## config.mk

```make
export PLATFORM = sky130hd
export DESIGN_NAME = instr_write_sequencer
export DESIGN_NICKNAME = d
export VERILOG_FILES = /design/src/rtl/instr_write_sequencer.sv
export SDC_FILE = /design/constraint.sdc
export NUM_CORES = 1
export LEC_CHECK = 0
export CORE_MARGIN = 2
export CORE_UTILIZATION = 59
export DETAILED_ROUTE_END_ITERATION = 12
export PLACE_DENSITY = 0.95
export SLEW_MARGIN = 25
export SYNTH_ARGS = -nofsm -noshare
export SYNTH_HDL_FRONTEND = slang
export SYNTH_SLANG_ARGS = --single-unit
```

## constraint.sdc

```tcl
create_clock -name clk -period 6.7 [get_ports clk]
set_input_delay 0.67 -clock clk [delete_from_list [all_inputs] [get_ports clk]]
set_output_delay 0.67 -clock clk [all_outputs]
set_load 0.02 [all_outputs]
```

## src/rtl/instr_write_sequencer.sv

```systemverilog
// instr_write_sequencer: buffers a valid/ready instruction stream in a small FIFO
// and issues ordered register writes to instr_register, tracking written addresses.
// Ports: clk, reset_n (sync, active low); start/mode run control;
//   in_valid/in_ready/in_opcode/in_operand_a/in_operand_b producer stream;
//   load_en/write_pointer/opcode/operand_a/operand_b register write port;
//   written_mask/write_count/busy/done run status.

package instr_pkg;
    typedef logic [2:0]         opcode_t;
    typedef logic signed [31:0] operand_t;
    typedef logic [4:0]         address_t;

    typedef struct packed {
        opcode_t  op;
        operand_t a;
        operand_t b;
    } instr_t;
endpackage

module instr_write_sequencer
    import instr_pkg::*;
#(
    parameter int unsigned FIFO_DEPTH = 4,
    parameter int unsigned MAX_WRITES = 20,
    parameter logic [4:0]  SEED       = 5'h1F
) (
    input  logic        clk,
    input  logic        reset_n,
    input  logic        start,
    input  logic [1:0]  mode,
    input  logic        in_valid,
    output logic        in_ready,
    input  opcode_t     in_opcode,
    input  operand_t    in_operand_a,
    input  operand_t    in_operand_b,
    output logic        load_en,
    output address_t    write_pointer,
    output opcode_t     opcode,
    output operand_t    operand_a,
    output operand_t    operand_b,
    output logic [31:0] written_mask,
    output logic [7:0]  write_count,
    output logic        busy,
    output logic        done
);
    localparam int unsigned AW       = $clog2(FIFO_DEPTH);
    localparam logic [AW:0] DEPTH    = (AW + 1)'(FIFO_DEPTH);
    localparam logic [7:0]  MAXW     = 8'(MAX_WRITES);
    localparam address_t    SEED_EFF = (SEED == 5'd0) ? 5'd1 : SEED;

    typedef enum logic [1:0] { IDLE, RUN, DONE } state_t;

    state_t        state;
    logic [1:0]    mode_q;
    address_t      addr;
    instr_t        mem [FIFO_DEPTH];
    logic [AW-1:0] wr_ptr;
    logic [AW-1:0] rd_ptr;
    logic [AW:0]   fill;
    logic          full;
    logic          empty;
    logic          push;
    logic          pop;

    assign full     = (fill == DEPTH);
    assign empty    = (fill == '0);
    assign in_ready = !full && !start;
    assign push     = in_valid && in_ready;
    assign pop      = (state == RUN) && !empty
                   && (write_count < MAXW) && !start;

    function automatic address_t first_addr(input logic [1:0] m);
        unique case (m)
            2'd1:    first_addr = 5'd31;
            2'd2:    first_addr = SEED_EFF;
            default: first_addr = 5'd0;
        endcase
    endfunction

    // Galois form of x^5+x^3+1: shift right, fold the dropped bit into taps.
    function automatic address_t next_addr(input address_t a,
                                           input logic [1:0] m);
        address_t lfsr;
        lfsr = {1'b0, a[4:1]} ^ (a[0] ? 5'b10100 : 5'b00000);
        unique case (m)
            2'd1:    next_addr = a - 5'd1;
            2'd2:    next_addr = lfsr;
            default: next_addr = a + 5'd1;
        endcase
    endfunction

    always_ff @(posedge clk) begin
        if (push) begin
            mem[wr_ptr] <= {in_opcode, in_operand_a, in_operand_b};
        end
    end

    always_ff @(posedge clk) begin
        if (!reset_n) begin
            state         <= IDLE;
            busy          <= 1'b0;
            done          <= 1'b0;
            mode_q        <= 2'd0;
            addr          <= 5'd0;
            wr_ptr        <= '0;
            rd_ptr        <= '0;
            fill          <= '0;
            load_en       <= 1'b0;
            write_pointer <= 5'd0;
            opcode        <= '0;
            operand_a     <= '0;
            operand_b     <= '0;
            written_mask  <= 32'd0;
            write_count   <= 8'd0;
        end else if (start) begin
            // New run: anything still buffered belongs to the old run.
            state        <= RUN;
            busy         <= 1'b1;
            done         <= 1'b0;
            mode_q       <= mode;
            addr         <= first_addr(mode);
            wr_ptr       <= '0;
            rd_ptr       <= '0;
            fill         <= '0;
            load_en      <= 1'b0;
            written_mask <= 32'd0;
            write_count  <= 8'd0;
        end else begin
            load_en <= pop;
            if (push) begin
                wr_ptr <= wr_ptr + AW'(1);
            end
            if (pop) begin
                rd_ptr        <= rd_ptr + AW'(1);
                opcode        <= mem[rd_ptr].op;
                operand_a     <= mem[rd_ptr].a;
                operand_b     <= mem[rd_ptr].b;
                write_pointer <= addr;
                addr          <= next_addr(addr, mode_q);
                written_mask  <= written_mask | (32'd1 << addr);
                write_count   <= write_count + 8'd1;
            end
            fill <= fill + {{AW{1'b0}}, push} - {{AW{1'b0}}, pop};
            if (state == RUN && write_count == MAXW) begin
                state <= DONE;
                busy  <= 1'b0;
                done  <= 1'b1;
            end
        end
    end

endmodule

```

# After elaboration in Yosys (flattened, before gate mapping)
# Memory sizes are Yosys's and may differ from the RTL's. A register that Yosys moved wholly into a read port is not among the register bits.
# Index checks and enable logic that the tools add are counted.
[totals]
latch_bits = 0
mem_bits_ro = 0
output_inout_bits = 116
ff_bits = 63
mem_count = 1
ramBits = 268
elab_cells = 60
[mem_list]
columns = ["memory", "depth", "width", "read_ports", "rd_clocked_by_memory_dff", "write_ports", "line_no", "text"]
rows = [
  ["mem", 4, 67, 1, 1, 1, "56", "instr_t mem [FIFO_DEPTH];"],
]
[classes]
eq_ne = 7
n_bitwise = 4
n_div = 0
multipliers = 0
addsub = 7
muxes = 11
n_reduce_logical = 16
shift = 1
magnitude_cmp = 1
[ops]
columns = ["op", "n"]
rows = [
  ["$or A32 B32 Y32", 1],
  ["$shl A1 B5 Y32 const A", 1],
  ["$mux W5", 4],
  ["$pmux W5 S2", 1],
  ["$add A8 B1 Y8 const B", 1],
  ["$eq A8 B5 Y1 const B", 1],
  ["$lt A8 B5 Y1 const B", 1],
  ["$eq A2 B1 Y1 const B", 3],
  ["$logic_and A1 B1 Y1", 6],
  ["$mux W1", 6],
  ["$add A5 B1 Y5 const B", 1],
  ["$sub A5 B1 Y5 const B", 1],
  ["$xor A4 B5 Y5", 1],
  ["$add A2 B1 Y2 const B", 2],
  ["$eq A2 B2 Y1 const B", 2],
  ["$logic_not A1 Y1", 4],
  ["$reduce_bool A2 Y1", 2],
  ["$reduce_or A2 Y1", 2],
  ["$add A3 B1 Y3", 1],
  ["$eq A3 B3 Y1 const B", 1],
  ["$logic_not A3 Y1", 1],
  ["$sub A3 B1 Y3", 1],
  ["$not A1 Y1", 2],
  ["$reduce_and A2 Y1", 1],
]

# Depth between registers and ports, before layout
# Gate-level depths: netlist (run 1).
[logic_depth]
word_depth = 7
ltp_mapped = 12

# Worst setup path after synthesis (run 1)
# Ideal clock, no wire load.
[synth_path]
path_type = "input to register"
startpoint = "in start"
endpoint = "mem mem[0][0] (netlist bit), enable pin"
path_stages = 3
setup_ns = 0.432
setup_slack_ns = 3.269
arrival_ns = 2.999
n_path_buf = 1
cell_sequence = "buf_2 > a211oi_1 > and2_1"
[synth_via]
elab_chain_cells = 5
[synth_lines]
columns = ["element", "line_no", "text"]
rows = [
  ["from (decl)", "29", "input logic start,"],
  ["$logic_not A1 Y1", "67", "assign in_ready = !full && !start;"],
  ["$logic_and A1 B1 Y1", "67", ""],
  ["$logic_and A1 B1 Y1", "68", "assign push = in_valid && in_ready;"],
  ["$mux W1", "93", "if (push) begin"],
  ["$mux W1 (not written as such)", "94", "mem[wr_ptr] <= {in_opcode, in_operand_a, in_operand_b};"],
  ["to (decl)", "56", ""],
]
# Every way passes these cells.

# Worst setup path after layout (run 1)
[layout_path]
startpoint = "in in_valid"
endpoint = "reg fill[2]"
[layout_via]
elab_chain_cells = 3
[layout_lines]
columns = ["element", "line_no", "text"]
rows = [
  ["from (decl)", "31", "input logic in_valid,"],
  ["$logic_and A1 B1 Y1", "68", ""],
  ["$add A3 B1 Y3", "143", "fill <= fill + {{AW{1'b0}}, push} - {{AW{1'b0}}, pop};"],
  ["$sub A3 B1 Y3", "143", ""],
  ["to (signal assigned)", "143", ""],
  ["to (decl)", "59", "logic [AW:0] fill;"],
]
# Every way passes these cells.
# A chain may end at the register's enable or synchronous reset.

==> metrics, run 1 <==
status completed; CP endpoint kind register; vias per cell approximately 6.3; Worst setup endpoint fill[2]; Hold Vio Cnt, Final 0; Crit path required time between 7000 and 8000 ps; H-tree levels 2; drt pass-1 iters 5; setup slack, reg-to-reg 3920 ps; max cap viols 0; EDFF count, synth approximately 270; register area 10640 µm²; chip height around 160 µm; drt wl/cell between 20 and 25 µm; CTS Buffer Depth 3; worst-path maximum fanout 7; initial antenna violation count 2; final net count around 1200; antenna-violating nets left 0; mux cell area share after synthesis 0.1045; Worst-Margin Slew 1087 ps; Die X 163.0 µm; FF-to-FF End fill[2]; Filler cells 1449; Hold Path Class register to register; largest net degree at the start of global routing between 90 and 100; Simple-Gate Fraction of Synth Area 0.06425; Initial Util 0.5958; Clock Tree Root clkbuf_16; Finished Cell Area 18310 µm²; largest family of logic cells by synthesized area multiplexers; worst-skew pair later-pin latency 540 ps; syn_area_per_cell approximately 15 µm²; vias in the first global route roughly 9400; final period utilization 0.4349; Crit Path Category input pin to register; Final Skew about 17 ps; die area between 20000 and 30000 µm²; final max-slew violation count 0; Yosys warning count 0; Most used DFF post-synth edfxtp_1; total core area around 25000 µm²; GRT Residual Overflow 0; fmax ~340 MHz; xor and xnor fraction of the mapped netlist area 0.004110; Slew HR 0.2756; worst vdd ir between 0.00015 and 0.0002 V; Routed WL between 30 and 40 mm; CP Data Arrival Time 3290 ps; placed inst area 16990 µm²; Pleak around 5.8 nW; RSZ-0062 raised after global routing false; # clock sinks approximately 400; library cells used by synthesis a little over 50; Worst-path clk slew 60 ps; first-pass GRT wire length 54.15 mm; total global-route track usage 0.2704; Layout area overhead 22.74%; Worst Setup Start Kind input pin; Synth Area in Adders 0.01191; Async SR Flop Fraction 0; post-route minimum period approximately 3000 ps; # hold bufs at CTS 0; synthesized flop and latch total about 400; Total Power between 5 and 6 mW; final setup violation count 0; routability cong. about 0.8; Post-DP HPWL roughly 20 mm; total area of multi-input combinational cells about 4000 µm²; Reg2Reg Depth 11; Synth Instances around 970; via count 9445; DRC viols 0; pwr/cell area 276.9 nW/µm²; Post-CTS Resized 0; CTS tree done; Synthesized Nets 1059; Total Neg Setup Slack 0 ps; number of cell rows 58; compound-cell area share of the yosys netlist 0.07759; crit path launch in_valid; Port-buffer cells ~190; register area share after synthesis 0.7126; setup repair bufs after CTS 0; Post-Syn Area around 15000 µm²; # IOs ~190; total CTS buffers 39; initial drt markers between 1000 and 1500; layout cells sized above 1 0.1338; RR Startpoint fill[1]
==> cell type report <==
type                            count  area share
Clock inverter                     18    0.008747
Clock buffer                       53     0.06075
Multi-Input combinational cell    487      0.2149
Tap cell                          330     0.02255
Inverter                           14    0.002939
Antenna cell                        2   0.0002734
Sequential cell                   397      0.5810
Timing Repair Buffer              197      0.1088
==> critical path, cell delays in order <==
cell	delay [ps]
clkdlybuf4s50_1	450
inv_1	50
a211oi_1	720
inv_1	110
ha_1	320
inv_1	60
ha_1	130
inv_1	50
fa_1	370
xor2_1	180
xnor2_1	130
nor2_1	50
==> how the worst min path moves through the flow <==
stage	startpoint	endpoint	slack (ps)	depth (start not counted)
6_report	written_mask[4]	written_mask[4]	450	2
5_1_grt	written_mask[1]	written_mask[1]	470	2
4_1_cts	written_mask[4]	written_mask[4]	450	2
3_5_place_dp	written_mask[4]	written_mask[4]	440	2
3_3_place_gp	written_mask[0]	written_mask[0]	430	2
2_1_floorplan	mode_q[0]	mode_q[0]	510	2
==> synth_stat cells, types with 5 or more instances <==
cell type | instances | share of area
o21ai_1 | 9 | 0.0030
inv_1 | 13 | 0.0033
a21oi_1 | 85 | 0.029
nand2_1 | 19 | 0.0048
nor2_1 | 39 | 0.0098
nor4_1 | 9 | 0.0038
buf_2 | 24 | 0.0081
and2_1 | 5 | 0.0021
mux2i_1 | 5 | 0.0034
ha_1 | 11 | 0.0092
o21ai_0 | 75 | 0.025
mux4_2 | 67 | 0.10
clkbuf_1 | 49 | 0.012
nand3_1 | 78 | 0.026
edfxtp_1 | 268 | 0.54
and3_1 | 6 | 0.0025
o21a_1 | 12 | 0.0060
a31oi_1 | 14 | 0.0059
dfxtp_1 | 129 | 0.17
==> state kept, by name, indices dropped and copies added (netlist names), 2 cells and up <==
signal and cells:
fill 3, addr 5, operand_a 32, write_pointer 5, opcode 3, rd_ptr 2
state 2, write_count 8, mem 268, wr_ptr 2, written_mask 32, operand_b 32
mode_q 2
==> cell usage in the layout, fill, tap and decap left out, types with 3 or more instances in the layout <==
master           netlist  routed
a21oi_1               85      85
a31oi_1               14      14
and2_4                 0       4
and3_1                 6       6
buf_4                  0       7
clkbuf_1              49       9
clkbuf_16              0      42
clkdlybuf4s50_1        0     187
clkinv_1               1       3
clkinv_2               0       9
dfxtp_1              129     127
edfxtp_1             268     268
ha_1                  11      11
inv_1                 13      12
mux2i_1                5       5
mux4_2                67      67
nand2_1               19      19
nand2b_1               4       4
nand3_1               78      78
nand3b_1               3       3
nor2_1                39      39
nor3_1                 4       4
nor4_1                 9       9
o21a_1                12      12
o21ai_0               75      75
o21ai_1                9       9
or2_2                  3       3
xnor2_1                3       3
xor2_1                 4       4
==> power breakdown <==
| part | internal (mW) | switching (mW) |
|---|---|---|
| logic | 0.0938 | 0.132 |
| clock network | 1.25 | 0.921 |
| registers | 2.65 | 0.0230 |
==> routing by layer <==
| metal | vias to the layer above | GRT usage | routed length [µm] |
|---|---|---|---|
| met5 | - | 0 | 0 |
| met4 | 0 | 0.1018 | 1219 |
| met3 | 85 | 0.05144 | 3195 |
| met2 | 572 | 0.4638 | 18550 |
| met1 | 4703 | 0.3456 | 13150 |
| li1 | 4085 | - | - |
==> cells by family after synthesis <==
family	Yosys count
DFF	397
xor gates and xnor gates	7
AOI/OAI and AO/OA	210
adders and majority gates	13
buffers and inverters	89
and+or+nand+nor	185
muxes	72
==> through the flow <==
step | instances | utilization | hold WS (ps) | setup slack, ps
final | 1498 | 0.7313 | 449.4 | 3786
after global routing | 1496 | 0.7311 | 465.5 | 3542
after CTS | 1494 | 0.7295 | 451.4 | 3763
after detailed placement | 1423 | 0.6787 | 443.6 | 3225
after global placement | 1422 | 0.6776 | 434.8 | 3342
after floorplan | 973 | - | 512.9 | 3269
(Power assumes the default switching activity.)
==> run 2: changes to the inputs <==
CORE_UTILIZATION = 55   (was 59)
PLACE_DENSITY = 0.9   (was 0.95)
clock period = 2.8 ns   (was 6.7 ns; I/O delays follow)
==> run 2 against run 1 <==
  * Power is 140% higher
  * First-iteration DRC count shrank 16%
  * Via count down 0.79%
  * Design area up 1.4%
  * Sequential power up 140%
  * Sequential cell count stayed put
  * Final cell count increased by 2.1%
  * Largest cell class unchanged
  * Highest routed layer is now met5
==> metrics, run 2 (same netlist as run 1, synthesis figures left out) <==
pwr/cell area 651.4 nW/µm² (+140%); Total Neg Setup Slack 0 ps (unchanged); final setup violation count 0 (unchanged); RSZ-0062 raised after global routing false; total CTS buffers 39 (unchanged); vias in the first global route 9416 (+0.60%); Worst Setup Start Kind register; Hold Vio Cnt, Final 0 (unchanged); DRC viols 0 (unchanged); post-route minimum period between 2000 and 3000 ps; status completed; worst-path maximum fanout 4 (-3); setup slack, reg-to-reg 280 ps (-3640 ps); setup slack at placement 171.2 ps (-3054 ps); Final WS setup 280.6 ps (-3506 ps); CTS Buffer Depth 3 (unchanged); Routed WL 34.48 mm (-4.5%); worst vdd ir 0.0006250 V (+240%); Net Sw Power 2.444 mW (+130%); Hold Path Class input pin to register; Biggest register mem; CP endpoint kind register; Crit Path Category register to register; largest net degree at the start of global routing 67 (-30%); setup repair bufs after CTS 0 (unchanged); hold path start start; Slew HR 0.4829 (+0.2073); H-tree levels 2 (unchanged); most frequent cells in the layout 268 x edfxtp_1, 187 x clkdlybuf4s50_1, 127 x dfxtp_1; vias per cell 6.128 (-2.8%); drt pass-1 iters 5 (unchanged); final net count 1244 (+1.8%); Total Power 12.09 mW (+140%); fmax between 300 and 400 MHz; RR Startpoint state[1]; final period utilization 0.8998; FF-to-FF End fill[2]; Post-DP HPWL 20.92 mm (+6.7%); chip height 168.7 µm (+3.5%); Worst-Margin Slew 775.7 ps (-310.9 ps); crit path launch state[1]; Logic pwr share 0.045 (about the same); routability cong. 0.8147 (+2.2%); Initial Util 0.5566 (-0.03922); total core area 26800 µm² (+7.0%); layout cells sized above 1 0.1466 (+0.01280); # hold bufs at CTS 0 (unchanged); Crit path required time 3200 ps (-3880 ps); die area 28450 µm² (+7.1%); first-pass GRT wire length 52.69 mm (-2.7%); # clock sinks 397 (unchanged); initial drt markers 851 (-16%); Clock power frac 0.427 (about the same); CP Data Arrival Time 2920 ps (-370 ps); initial antenna violation count 3 (+1); max reg flops 268 (unchanged); CTS tree done; Final Skew 15.19 ps (-1.871 ps); total global-route track usage 0.2414 (-0.02905); drt wl/cell 22.55 µm (-6.4%); Pleak 5.937 nW (+2.2%); Clock Tree Root clkbuf_16; Port-buffer cells 188 (unchanged); # IOs 189 (unchanged); GRT Residual Overflow 0 (unchanged); P_int 9.645 mW (+140%); number of cell rows 60 (+3.4%); Worst-path clk slew 60 ps (about the same); Worst setup endpoint fill[2]; Sw Ratio 0.2022 (-0.01017); Layout area overhead 24.42%; Reg2Reg Depth 11 (unchanged); DP Cell Count 1458 (+2.5%); fin cells 1529 (+2.1%); antenna-violating nets left 0 (unchanged); worst-skew pair later-pin latency 520 ps (-20 ps); via count 9370 (-0.79%); Reg power frac 0.528 (about the same); most common cell after layout, fill and taps aside edfxtp_1; max cap viols 0 (unchanged); final max-slew violation count 0 (unchanged); Die X 168.7 µm (+3.5%); Post-CTS Resized 0 (unchanged)
==> run 2: layer usage <==
| layer | up-vias | share of wire | GRT usage | wire length (µm) |
|---|---|---|---|---|
| li1 | 4142 | - | - | - |
| met3 | 73 | 0.065 | 0.04746 | 2228 |
| met1 | 4737 | 0.40 | 0.3068 | 13620 |
| met4 | 4 | 0.029 | 0.08583 | 989 |
| met5 | - | 0.00075 | 0 | 26 |
| met2 | 414 | 0.51 | 0.4168 | 17610 |
==> run 2: power groups by stage <==
stage / clock [mW] / sequential (mW) / combinational, mW
2_1_floorplan: 0 / 6.51 / 0.263
3_3_place_gp: 0 / 6.51 / 0.516
3_5_place_dp: 0 / 6.51 / 0.536
4_1_cts: 5.22 / 6.39 / 0.539
5_1_grt: 5.44 / 6.39 / 0.580
6_report: 5.16 / 6.39 / 0.542
==> run 2: final cells by class <==
| class | count | area [µm²] |
|---|---|---|
| clock buffers | 64 | 1186 |
| diodes | 1 | 2.502 |
| well taps | 341 | 426.7 |
| multi-input cells | 487 | 3935 |
| fillers | 1686 | 8242 |
| clock inverters | 6 | 80.08 |
| repair buffers | 219 | 2237 |
| inverters | 14 | 53.80 |
| flip-flops and latches | 397 | 10640 |
==> run 2: metrics by stage <==
stage,util,hold slack [ps],instance area (µm²)
2_1_floorplan,-,378.9,14920
3_3_place_gp,0.6451,434.4,17290
3_5_place_dp,0.6451,441.6,17290
4_1_cts,0.6924,167.5,18560
5_1_grt,0.6924,193.6,18560
6_report,0.6925,184.3,18560
==> run 2: critical path: stages (launching register included) <==
cell and delay, ps:
dfxtp_1 340, nor4_4 380, nand4_4 130, nor2_1 260, ha_1 290, inv_1 60
ha_1 130, inv_1 50, fa_1 360, xor2_1 200, xnor2_1 140, nor2_1 60
==> run 2: worst min path at each step <==
stage                      endpoint  slack, ps  cells past startpoint
floorplan                 mem[0][0]        380                      0
global placement    written_mask[2]        430                      2
detailed placement  written_mask[2]        440                      2
CTS                    operand_b[6]        170                      3
global route          operand_b[10]        190                      3
finish                operand_b[10]        180                      3
==> run 3: changes to the inputs <==
CORE_UTILIZATION = 50   (was 55)
PLACE_DENSITY = 0.87   (was 0.9)
REMOVE_ABC_BUFFERS = 1   (was unset)
clock period = 2.03 ns   (was 2.8 ns; I/O delays follow)
==> run 3 against run 2 <==
  * Clock-buffer cell count is 14 lower
  * Sequential share of layout area is 2.7 points lower
  * The run now ends with setup timing left
  * Setup slack worse by 520 ps
  * Power is 42% higher
  * Routed wire length is 3.8% higher
  * Die area is 9.8% higher
  * Design area is 4.9% higher
  * Final cell count is 6.4% higher
==> metrics, run 3 (same netlist as run 1, synthesis figures left out) <==
status finished, violations left; failing checks setup timing; layout cells sized above 1 0.1992 (+0.05260); Initial Util 0.5060 (-0.05060); kind of cell adding the most delay to the critical path simple AND/OR/NAND/NOR gates; fmax 441.3 MHz (+11%); final design utilization 0.6605 (-0.03197); H-tree levels 2 (unchanged); chip height 176.7 µm (+4.8%); setup slack, reg-to-reg -240 ps (-520 ps); DRC viols 0 (unchanged); total area of multi-input combinational cells 4028 µm² (+2.4%); Biggest register mem; Port-buffer cells 188 (unchanged); most frequent cells in the layout 268 x edfxtp_1, 186 x clkdlybuf4s50_1, 124 x dfxtp_1; Pleak 6.299 nW (+6.1%); FF-to-FF End fill[2]; number of cell rows 63 (+5.0%); Final WS setup -236.1 ps (-516.7 ps); RSZ-0062 raised after global routing true; initial drt markers 932 (+9.5%); Routed WL 35.79 mm (+3.8%); Critical Path Stages 11 (unchanged); crit path launch state[1]; # IOs 189 (unchanged); die area 31230 µm² (+9.8%); Slew HR 0.6016 (+0.1187); worst-path maximum fanout 2 (-2); CP max stage delay 370 ps (about the same); vias in the first global route 9574 (+1.7%); GRT Residual Overflow 0 (unchanged); max reg flops 268 (unchanged); Worst Setup Start Kind register; # clock sinks 397 (unchanged); RR Startpoint state[1]; Hold Vio Cnt, Final 0 (unchanged); Worst-path clk slew 60 ps (about the same); Worst setup endpoint fill[2]; Die X 176.7 µm (+4.8%); most common cell after layout, fill and taps aside edfxtp_1; CP Data Arrival Time 2680 ps (-240 ps); Buf/Inv on CP 2 (unchanged); final period utilization 1.116 (+0.2165); largest net degree at the start of global routing 67 (unchanged); Final Hold Slack 225.2 ps (+40.95 ps); CP Cell Sequence nor4_4 -> nand4_4 -> nor2_4 -> ha_4 -> inv_2 -> ha_4 -> inv_2 -> fa_2 -> xor2_2 -> xnor2_1 -> nor2_1; total CTS buffers 40 (+2.6%); Filler cells 1949 (+16%); Worst-Margin Slew 596.7 ps (-178.9 ps); final max-slew violation count 0 (unchanged); vias per cell 5.818 (-5.1%); register area 10640 µm² (about the same); drt wl/cell 22.00 µm (-2.5%); final net count 1289 (+3.6%); Reg2Reg Depth 11 (unchanged); Crit path required time 2450 ps (-750 ps); Clock Tree Root clkbuf_16; Hold Path Class input pin to register; Crit Path Category register to register; final setup violation count 2 (+2); total core area 29480 µm² (+10%); first-pass GRT wire length 53.61 mm (+1.7%); # hold bufs at CTS 0 (unchanged); initial antenna violation count 5 (+2); Post-DP HPWL 21.97 mm (+5.0%); Layout area overhead 30.54%; antenna-violating nets left 0 (unchanged); via count 9466 (+1.0%); routability cong. 0.8464 (+3.9%); CTS Buffer Depth 3 (unchanged); drt pass-1 iters 5 (unchanged); pwr/cell area 882.5 nW/µm² (+35%); max cap viols 0 (unchanged); CTS tree done; post-route minimum period 2266 ps (-253.3 ps); crit path max-delay cell type nor4_4; worst vdd ir 0.0007654 V (+22%); total global-route track usage 0.2233 (-0.01803); CP endpoint kind register; Final Skew 13.99 ps (-1.200 ps); worst-skew pair later-pin latency 530 ps (about the same)
[run 3: area by class of cell]
class / count / share of cell area
diodes: 2 / 0.0002570
clock buffers: 50 / 0.05674
clock inverters: 24 / 0.01304
inverters: 14 / 0.002827
multi-input cells: 487 / 0.2068
flip-flops and latches: 397 / 0.5465
well taps: 390 / 0.02506
repair buffers: 263 / 0.1488
[run 3: through the flow]
stage,TNS (ps),total power [mW],std cells,setup WS (ps),area (µm²)
final,-311.2,17.18,1627,-236.1,19470
after global routing,-530.3,17.67,1627,-330.7,19470
after CTS,-503.2,17.25,1614,-243.6,19220
after detailed placement,-8651,9.779,1539,-465.3,17810
after global placement,-5645,9.742,1539,-389.4,17810
after floorplan,-463680,9.291,898,-1861,14600
[run 3: worst min-delay path by stage]
stage | startpoint | slack, ps | endpoint | cells after the start
floorplan | in_operand_b[0] | 300 | mem[0][0] | 0
global placement | written_mask[6] | 430 | written_mask[6] | 2
finish | start | 230 | wr_ptr[0] | 5
global route | start | 240 | wr_ptr[0] | 5
detailed placement | written_mask[0] | 440 | written_mask[0] | 2
CTS | start | 190 | write_count[2] | 4
[run 3: power breakdown]
group	leakage [nW]	switching [mW]	internal, mW
sequential	3.48	0.0553	8.74
combinational	2.16	0.475	0.393
clock	0.662	3.01	4.51
[run 3: routing by layer]
metal	global-route usage	routed length, µm	part of all wire	vias up
met2	0.3758	17430	0.49	463
met1	0.2897	14320	0.40	4709
met5	0	30	0.00084	-
li1	-	-	-	4221
met3	0.05090	3033	0.085	69
met4	0.07094	982	0.027	4
[run 3: timing repair]
action / in CTS / in global routing
resized for setup: 14 / 21
pin swaps: 6 / 10
buffers inserted: 1 / 7
setup endpoints to repair: 41 / 48
gates cloned: 0 / 5
[run 3: worst register-to-register path: cells and delay by family, from the launching register on]
kind	cells	cell delay (ps)
simple gates	4	740
fa+ha+maj	3	680
flops	1	330
xor+xnor	2	320
buf+inv	2	100
